===== src/rtl/bus_err_inject_bare.sv =====
// bus_err_inject_bare: rewrites the error code of bus responses whose
// originating request matched an armed address window.
// Accepted requests push an in-order tag FIFO that is popped on each
// response's last beat.
// Define BUS_ERR_INJECT_LOG_EN to store each request address in its tag and
// report the address of the most recent injected response on inj_last_addr_o.
// When it is undefined, inj_last_addr_o is tied to zero.
module bus_err_inject_bare #(
    parameter int AddrWidth      = 48,
    parameter int ErrBits        = 3,
    parameter int NumOutstanding = 4
) (
    input  logic                 clk_i,
    input  logic                 rst_ni,
    input  logic                 req_hs_valid_i,
    input  logic [AddrWidth-1:0] req_addr_i,
    input  logic                 rsp_hs_valid_i,
    input  logic                 rsp_burst_last_i,
    input  logic [ErrBits-1:0]   rsp_err_i,
    output logic [ErrBits-1:0]   rsp_err_o,
    input  logic                 inj_arm_i,
    input  logic                 inj_disarm_i,
    input  logic [AddrWidth-1:0] inj_base_i,
    input  logic [AddrWidth-1:0] inj_mask_i,
    input  logic [ErrBits-1:0]   inj_code_i,
    input  logic [7:0]           inj_count_i,
    output logic [1:0]           inj_state_o,
    output logic                 inj_done_o,
    output logic [15:0]          inj_total_o,
    output logic                 overflow_o,
    output logic [AddrWidth-1:0] inj_last_addr_o
);

    localparam int PtrW = (NumOutstanding > 1) ? $clog2(NumOutstanding) : 1;
    localparam int CntW = $clog2(NumOutstanding + 1);
    localparam logic [CntW-1:0] FullCnt = CntW'(NumOutstanding);
    localparam logic [PtrW-1:0] LastPtr = PtrW'(NumOutstanding - 1);

    typedef enum logic [1:0] {
        IDLE  = 2'd0,
        ARMED = 2'd1,
        DRAIN = 2'd2,
        DONE  = 2'd3
    } state_t;

    state_t                state, state_next;
    logic [NumOutstanding-1:0] tag_flag;
    logic [PtrW-1:0]       wr_ptr, rd_ptr;
    logic [CntW-1:0]       fill, tag_cnt, tag_cnt_next;
    logic [7:0]            budget;
    logic                  unlimited;
    logic                  dead;
    logic                  overflow;
    logic [15:0]           total;
    logic                  load_budget;

    logic match, empty, full, push_req, pop_req, push, pop, overflow_evt;
    logic head_flag, inject_flag, tag_push, tag_pop;

    // Handshake qualification: dead mode blocks all FIFO traffic and injection.
    always_comb begin
        match        = ((req_addr_i ^ inj_base_i) & inj_mask_i) == '0;
        empty        = (fill == '0);
        full         = (fill == FullCnt);
        push_req     = req_hs_valid_i & ~dead;
        pop_req      = rsp_hs_valid_i & rsp_burst_last_i & ~dead;
        pop          = pop_req & ~empty;
        push         = push_req & (~full | pop);
        overflow_evt = push_req & full & ~pop;
        head_flag    = ~dead & ~empty & tag_flag[rd_ptr];
        inject_flag  = match & (state == ARMED) & (unlimited | (budget != 8'd0));
        tag_push     = push & inject_flag;
        tag_pop      = pop & head_flag;
    end

    // Tagged-outstanding count as it will be after this cycle's push/pop.
    always_comb begin
        tag_cnt_next = tag_cnt;
        if (tag_push && !tag_pop) begin
            tag_cnt_next = tag_cnt + CntW'(1);
        end else if (!tag_push && tag_pop) begin
            tag_cnt_next = tag_cnt - CntW'(1);
        end
    end

    // Next state; disarm beats everything, tracking loss drops back to IDLE.
    always_comb begin
        state_next  = state;
        load_budget = 1'b0;
        if (inj_disarm_i) begin
            state_next = IDLE;
        end else if (overflow_evt) begin
            state_next = IDLE;
        end else begin
            case (state)
                IDLE, DONE: begin
                    if (inj_arm_i && empty && !dead) begin
                        state_next  = ARMED;
                        load_budget = 1'b1;
                    end
                end
                ARMED: begin
                    if (tag_push && !unlimited && budget == 8'd1) begin
                        state_next = DRAIN;
                    end
                end
                DRAIN: begin
                    if (tag_cnt_next == '0) begin
                        state_next = DONE;
                    end
                end
                default: state_next = IDLE;
            endcase
        end
    end

    // State register.
    always_ff @(posedge clk_i) begin
        if (!rst_ni) begin
            state <= IDLE;
        end else begin
            state <= state_next;
        end
    end

    // FIFO pointers, occupancy and tagged-outstanding counter.
    always_ff @(posedge clk_i) begin
        if (!rst_ni) begin
            wr_ptr  <= '0;
            rd_ptr  <= '0;
            fill    <= '0;
            tag_cnt <= '0;
        end else begin
            if (push) begin
                wr_ptr <= (wr_ptr == LastPtr) ? '0 : wr_ptr + PtrW'(1);
            end
            if (pop) begin
                rd_ptr <= (rd_ptr == LastPtr) ? '0 : rd_ptr + PtrW'(1);
            end
            if (push && !pop) begin
                fill <= fill + CntW'(1);
            end else if (!push && pop) begin
                fill <= fill - CntW'(1);
            end
            tag_cnt <= tag_cnt_next;
        end
    end

    // Tag storage; entries are only meaningful while the FIFO is non-empty.
    always_ff @(posedge clk_i) begin
        if (push) begin
            tag_flag[wr_ptr] <= inject_flag;
        end
    end

    // Injection budget: loaded on arm, zero means unlimited.
    always_ff @(posedge clk_i) begin
        if (!rst_ni) begin
            budget    <= 8'd0;
            unlimited <= 1'b0;
        end else if (load_budget) begin
            budget    <= inj_count_i;
            unlimited <= (inj_count_i == 8'd0);
        end else if (tag_push && !unlimited && budget != 8'd0) begin
            budget <= budget - 8'd1;
        end
    end

    // Sticky tracking-loss flag, saturating injected-response counter.
    always_ff @(posedge clk_i) begin
        if (!rst_ni) begin
            dead     <= 1'b0;
            overflow <= 1'b0;
            total    <= 16'd0;
        end else begin
            if (overflow_evt) begin
                dead     <= 1'b1;
                overflow <= 1'b1;
            end
            if (tag_pop && total != 16'hFFFF) begin
                total <= total + 16'd1;
            end
        end
    end

`ifdef BUS_ERR_INJECT_LOG_EN
    logic [AddrWidth-1:0] tag_addr [NumOutstanding];
    logic [AddrWidth-1:0] last_addr;

    // Address half of each tag.
    always_ff @(posedge clk_i) begin
        if (push) begin
            tag_addr[wr_ptr] <= req_addr_i;
        end
    end

    // Remember the address of the latest injected response.
    always_ff @(posedge clk_i) begin
        if (!rst_ni) begin
            last_addr <= '0;
        end else if (tag_pop) begin
            last_addr <= tag_addr[rd_ptr];
        end
    end

    assign inj_last_addr_o = last_addr;
`else
    assign inj_last_addr_o = '0;
`endif

    assign rsp_err_o   = (rsp_hs_valid_i && head_flag) ? inj_code_i : rsp_err_i;
    assign inj_state_o = state;
    assign inj_done_o  = (state == DONE);
    assign inj_total_o = total;
    assign overflow_o  = overflow;

endmodule


===== config.mk =====
export PLATFORM = sky130hd
export DESIGN_NAME = bus_err_inject_bare
export DESIGN_NICKNAME = d
export VERILOG_FILES = /design/src/rtl/bus_err_inject_bare.sv
export SDC_FILE = /design/constraint.sdc
export NUM_CORES = 1
export LEC_CHECK = 0
export CORE_ASPECT_RATIO = 1.2
export CORE_MARGIN = 3
export CORE_UTILIZATION = 36
export CTS_CLUSTER_DIAMETER = 50
export DETAILED_ROUTE_END_ITERATION = 6
export PLACE_DENSITY_LB_ADDON = 0.25
export SETUP_SLACK_MARGIN = 0.3
export SYNTH_ARGS = -nofsm -noshare
export SYNTH_HDL_FRONTEND = slang
export SYNTH_SLANG_ARGS = --single-unit
export TNS_END_PERCENT = 1

===== constraint.sdc =====
create_clock -name clk_i -period 3.47 [get_ports clk_i]
set_input_delay 0.347 -clock clk_i [delete_from_list [all_inputs] [get_ports clk_i]]
set_output_delay 0.347 -clock clk_i [all_outputs]
set_load 0.005 [all_outputs]

==> results of run 1 <==
==> path summary, 6_finish.rpt <==
path | start | to | slack [ns] | cells past startpoint
worst max-delay path | rsp_hs_valid_i | inj_state_o[0] | 0.66 | 10
worst min-delay path | inj_total_o[12] | inj_total_o[12] | 0.51 | 2
worst max register to register | overflow_o | inj_state_o[0] | 0.80 | 9
worst min register to register | inj_total_o[12] | inj_total_o[12] | 0.51 | 2
==> routing by layer <==
layer	GRT usage	routed length, um	up-vias
li1	-	-	1639
met2	0.353	5350	137
met3	0.0375	699	12
met4	0.0500	149	0
met1	0.195	3530	1459
met5	0	0	-
==> cell type report <==
cell class	instances	area, sq um	share of cell area
Tap cell	120	150	0.0282
Sequential cell	42	881	0.165
Clock buffer	6	93.8	0.0176
Inverter	17	63.8	0.0120
Clock inverter	2	13.8	0.00258
Multi-Input combinational cell	323	2240	0.421
Timing Repair Buffer	188	1880	0.353
==> worst min-delay path, delay by kind of cell (launching register included) <==
kind	cells	cell delay (ns)
flip-flops	1	0.34
AO/OA/AOI/OAI	2	0.13
==> layout by cell type (no fill, tap or decap), types with 9 or more instances in the layout <==
master and n:
a22oi_1 22, clkdlybuf4s50_1 187, conb_1 48, dfxtp_1 38, ha_1 14, inv_1 16
mux2i_1 9, nand2_1 18, nand3_1 12, nand4_1 9, nor2_1 36, xnor2_1 9
xor2_1 62
==> power groups by stage <==
stage	sequential [mW]	combinational [mW]	clock, mW
2_1_floorplan	0.626	0.503	0
3_3_place_gp	0.639	0.752	0
3_5_place_dp	0.644	0.775	0
4_1_cts	0.633	0.779	0.380
5_1_grt	0.646	0.862	0.396
6_report	0.631	0.773	0.372
==> synth_stat cells, drive strengths merged, types with 5 or more instances <==
cell	n
mux2	5
mux2i	9
dfxtp	38
nand4	9
buf	49
or3	7
ha	14
inv	16
nor4	6
xor2	62
nand2	18
and2	6
a21oi	8
a211oi	8
a22oi	22
nor2	36
nor3	5
xnor2	9
nand3	12
==> cell families after synthesis <==
family                   Yosys count  synth area share
AO/OA/AOI/OAI                     53             0.121
multiplexers                      15            0.0509
adder cells (fa/ha/maj)           15            0.0575
AND/OR/NAND/NOR                  121             0.195
XOR/XNOR                          71             0.183
flip-flops                        42             0.260
other                              1           0.00111
buffers and inverters             70             0.131
==> flip-flops by register name, summed over array words and instances, names as in the netlist <==
name / flops
inj_total_o: 16
budget: 8
tag_flag: 4
fill: 3
tag_cnt: 3
inj_state_o: 2
rd_ptr: 2
wr_ptr: 2
overflow_o: 1
unlimited: 1
==> through the flow <==
| step | power (mW) | utilization | instances | hold slack [ns] |
|---|---|---|---|---|
| 3_3_place_gp | 1.39 | 0.572 | 690 | 0.481 |
| 5_1_grt | 1.90 | 0.583 | 698 | 0.553 |
| 4_1_cts | 1.79 | 0.583 | 698 | 0.516 |
| 3_5_place_dp | 1.42 | 0.572 | 690 | 0.501 |
| 2_1_floorplan | 1.13 | - | 435 | 0.466 |
| 6_report | 1.78 | 0.583 | 698 | 0.511 |
==> results.json, run 1 <==
{
  "p_leak_nw": 2.15,
  "intPower_mw": 1.18,
  "place_ws_ns": 0.389,
  "netlist_area_sq_um": 3390,
  "ant_nets": 0,
  "synth-edff-count": 4,
  "critPathMaxStageDelay_ns": 0.45,
  "ctsResizeCount": 0,
  "dr.pass1.iters": 4,
  "cp_data_required_time_ns": 3.68,
  "dp_hpwl_um": 8610,
  "die_h_um": 112,
  "setup.worst_path.end_class": "register",
  "critPathMaxFanout": 4,
  "ctsHoldBuffers": 0,
  "fin_area_sq_um": 5330,
  "sequentialPowerShare": 0.355,
  "htreeDepth": 2,
  "post-route-period-util": 0.810,
  "clockBufferDepth": 2,
  "cts_tree": "done",
  "crit_path_top_delay_cell": "clkdlybuf4s50_1",
  "slew_viol_final": 0,
  "die_area_sq_um": 10600,
  "relSlewSlack": 0.565,
  "num_vias": 3247,
  "worstHoldPathType": "reg -> reg",
  "syn_inst": 388,
  "setup_viol": 0,
  "fin_skew_ns": 0.0103,
  "rsz0062_at_grt": "false",
  "grt_pass1_vias": 3319,
  "synth_cell_types": 52,
  "powerDensity_nw_per_um2": 333,
  "grt_pass1_wl_um": 15400,
  "cp_cell_sequence": "clkdlybuf4s50_1 > nor2b_4 > a2111oi_4 > or3b_4 > nor4_2 > nand4b_1 > o31ai_1 > o31a_2 > a31oi_1 > a311oi_1",
  "core_area_sq_um": 9130,
  "area_growth_pct": 57.0,
  "grt_max_degree": 24,
  "design.portCount": 236,
  "grtUsageTotal": 0.183,
  "io_buffers": 187,
  "finalSetupTns_ns": 0,
  "syn_avg_cell_area_sq_um": 8.74,
  "synth_top_area_share": 0.224,
  "maxCapViolCount": 0,
  "arrival_ns": 3.02,
  "clkLatencyLatePin_ns": 0.31,
  "nets": 757,
  "cts_buffers": 5,
  "p_sw_frac": 0.335,
  "via_per_inst": 4.65,
  "routabilityCongestion": 0.827,
  "antenna_found_initial": 0,
  "synth_largest_area_cell": "dfxtp_1",
  "synth.area.top_cells": "dfxtp_1, xor2_1, buf_4",
  "drcViolationCount": 0,
  "fill_cells": 846,
  "yosysWarnings": 0,
  "place_area_sq_um": 5220,
  "p_switching_mw": 0.594,
  "die_x_um": 94.6,
  "period_minus_slack_ns": 2.81,
  "rows": 38,
  "drt_iter0_markers": 117,
  "synthFlopType": "dfxtp_1",
  "clkPwrFrac": 0.209,
  "drt-total-wl_um": 9730,
  "wl_per_cell_um": 13.9,
  "max_freq_mhz": 356,
  "clock-sinks": 42,
  "cts-root-buf": "clkbuf_8",
  "tightestPinTransition_ns": 0.651,
  "start_util": 0.372,
  "ys_seq_area_frac": 0.260,
  "outcome": "complete, no violations",
  "drive_gt1_frac": 0.0467,
  "ys_async_sr_fraction": 0,
  "antenna_cells": 0,
  "combPwrFrac": 0.435,
  "hold_violations": 0,
  "fin_ws_ns": 0.660,
  "crit_family": "simple AND/OR/NAND/NOR gates",
  "post_cts_buffers": 0,
  "clk_pin_slew_worst_paths_ns": 0.09,
  "synth-seq-cells": 42,
  "ir_worst_vdd_uv": 143,
  "start_kind": "primary input",
  "grt_overflow": 0,
  "criticalPathCategory": "in -> reg",
  "cp_num_buf_inv": 1
}
(Power assumes the default switching activity.)
==> inputs of run 2 (changes only) <==
- clock period: 3.47 -> 2.7 ns (I/O delays scaled with it)
==> run 2 against run 1 <==
Compared with the run above:
- clock skew fell by 0.0027 ns
- register-to-register slack got worse by 0.61 ns
- via count rose by 3.3%
- critical endpoint is now inj_state_o[1]
- largest power group unchanged
==> results.json, run 2 (synthesis gave the netlist of run 1 again) <==
{
  "cp_cell_sequence": "clkdlybuf4s50_1 > xor2_1 > a222oi_1 > nor3b_2 > buf_4 > buf_4 > nand3_2 > mux2i_2 > o31a_2 > a311o_1 > o41ai_2",
  "drt_iter0_markers": 96,
  "dp_cells": 709,
  "met3_usage": 0.0489,
  "routabilityCongestion": 0.853,
  "grt_max_degree": 19,
  "io_buffers": 187,
  "fill_cells": 800,
  "p_leak_nw": 2.45,
  "critPathMaxStageDelay_ns": 0.41,
  "largest_reg_flops": 16,
  "die_x_um": 94.6,
  "cp_data_required_time_ns": 2.89,
  "clk_pin_slew_worst_paths_ns": 0.08,
  "period_minus_slack_ns": 2.53,
  "crit_path_top_delay_cell": "clkdlybuf4s50_1",
  "cts_buffers": 5,
  "post-route-period-util": 0.938,
  "place_ws_ns": -0.207,
  "crit_top_cell": "buf_4",
  "design.portCount": 236,
  "drt-total-wl_um": 10300,
  "core_area_sq_um": 9130,
  "worstHoldPathType": "reg -> reg",
  "dr.pass1.iters": 4,
  "clkLatencyLatePin_ns": 0.29,
  "nets": 780,
  "maxCapViolCount": 0,
  "drcViolationCount": 0,
  "cp_num_buf_inv": 3,
  "antenna_found_initial": 0,
  "area_growth_pct": 65.6,
  "grt_pass1_vias": 3428,
  "setup.worst_path.end_class": "register",
  "instances_no_fill": 721,
  "outcome": "complete, no violations",
  "clockBufferDepth": 2,
  "fin_ws_ns": 0.168,
  "cts-root-buf": "clkbuf_8",
  "rsz0062_at_grt": "true",
  "start_kind": "primary input",
  "arrival_ns": 2.72,
  "powerDensity_nw_per_um2": 421,
  "drive_gt1_frac": 0.115,
  "grt_pass1_wl_um": 15900,
  "hold_violations": 0,
  "ant_nets": 0,
  "critPathMaxFanout": 3,
  "die_area_sq_um": 10600,
  "die_h_um": 112,
  "wl_per_cell_um": 14.2,
  "grtUsageTotal": 0.188,
  "grtUsageMet2": 0.358,
  "setup_viol": 0,
  "antenna_cells": 0,
  "start_util": 0.372,
  "max_freq_mhz": 395,
  "slew_viol_final": 0,
  "clock-sinks": 42,
  "met1_usage": 0.196,
  "cts_tree": "done",
  "num_vias": 3353,
  "ir_worst_vdd_uv": 230,
  "criticalPathCategory": "in -> reg",
  "dp_hpwl_um": 8900,
  "fin_skew_ns": 0.00760,
  "final_cell_mix": "clkdlybuf4s50_1, xor2_1, conb_1",
  "htreeDepth": 2,
  "layout_commonest_cell": "clkdlybuf4s50_1",
  "rows": 38,
  "via_per_inst": 4.65,
  "crit_family": "compound AO/OA/AOI/OAI gates",
  "busiest_layer": "met2",
  "grt_overflow": 0
}
run 2: cell count changes in the layout (fill, tap and decap cells not counted), moves of 2 or more:
cell	before	now
a22oi_2	0	3
dfxtp_1	38	35
a22oi_1	22	19
clkdlybuf4s50_1	187	156
mux2i_1	9	7
dlymetal6s2s_1	0	19
dlygate4sd2_1	0	12
buf_4	1	24
nor4_1	4	2
mux2i_2	0	2
dfxtp_2	0	3
run 2: timing repair:
| action | CTS | global route |
|---|---|---|
| gates cloned | 0 | 0 |
| pin swaps | 21 | 20 |
| setup endpoints to repair | 14 | 18 |
| setup buffers | 3 | 1 |
| gates resized for setup | 25 | 27 |
| hold buffers | 0 | 0 |
run 2: final cells by class:
| type | instances | area (sq um) | share of cell area |
|---|---|---|---|
| timing repair buffer | 211 | 2080 | 0.371 |
| multi-input combinational | 323 | 2330 | 0.415 |
| inverter | 17 | 63.8 | 0.0114 |
| tap | 120 | 150 | 0.0267 |
| clock inverter | 1 | 7.51 | 0.00134 |
| sequential | 42 | 885 | 0.157 |
| clock buffer | 7 | 97.6 | 0.0174 |
run 2: power by group:
part	total, mW	leakage [nW]	internal, mW	switching (mW)
combinational	1.09	2.05	0.620	0.473
clock	0.457	0.0496	0.239	0.218
sequential	0.813	0.350	0.716	0.0963
total	2.36	2.45	1.58	0.788
run 2: worst paths after layout:
kind	start	end	slack, ns	cells past startpoint
worst max-delay path	inj_base_i[0]	inj_state_o[1]	0.17	11
worst min-delay path	inj_total_o[14]	inj_total_o[14]	0.53	2
worst min register to register	inj_total_o[14]	inj_total_o[14]	0.53	2
worst max register to register	budget[3]	inj_state_o[1]	0.19	11
run 2: stage by stage:
step | total power, mW | hold WS (ns) | area, sq um | utilization | setup TNS [ns]
2_1_floorplan | 1.45 | 0.392 | 3570 | - | 0
3_3_place_gp | 1.84 | 0.477 | 5360 | 0.587 | -0.249
3_5_place_dp | 1.87 | 0.522 | 5360 | 0.587 | -0.741
4_1_cts | 2.36 | 0.542 | 5520 | 0.605 | 0
5_1_grt | 2.54 | 0.568 | 5620 | 0.615 | 0
6_report | 2.36 | 0.529 | 5620 | 0.615 | 0
run 2: per-layer routing:
| layer | wire length, um | up-vias |
|---|---|---|
| met3 | 804 | 14 |
| met1 | 3650 | 1523 |
| li1 | - | 1676 |
| met5 | 0 | - |
| met4 | 149 | 0 |
| met2 | 5650 | 140 |
run 2: worst register-to-register path: cells and delay by family (launching register included):
| family | cells | cell delay (ns) |
|---|---|---|
| AND/OR/NAND/NOR | 5 | 0.96 |
| multiplexers | 1 | 0.08 |
| flip-flops | 1 | 0.33 |
| AO/OA/AOI/OAI | 3 | 0.77 |
| buffers and inverters | 2 | 0.28 |
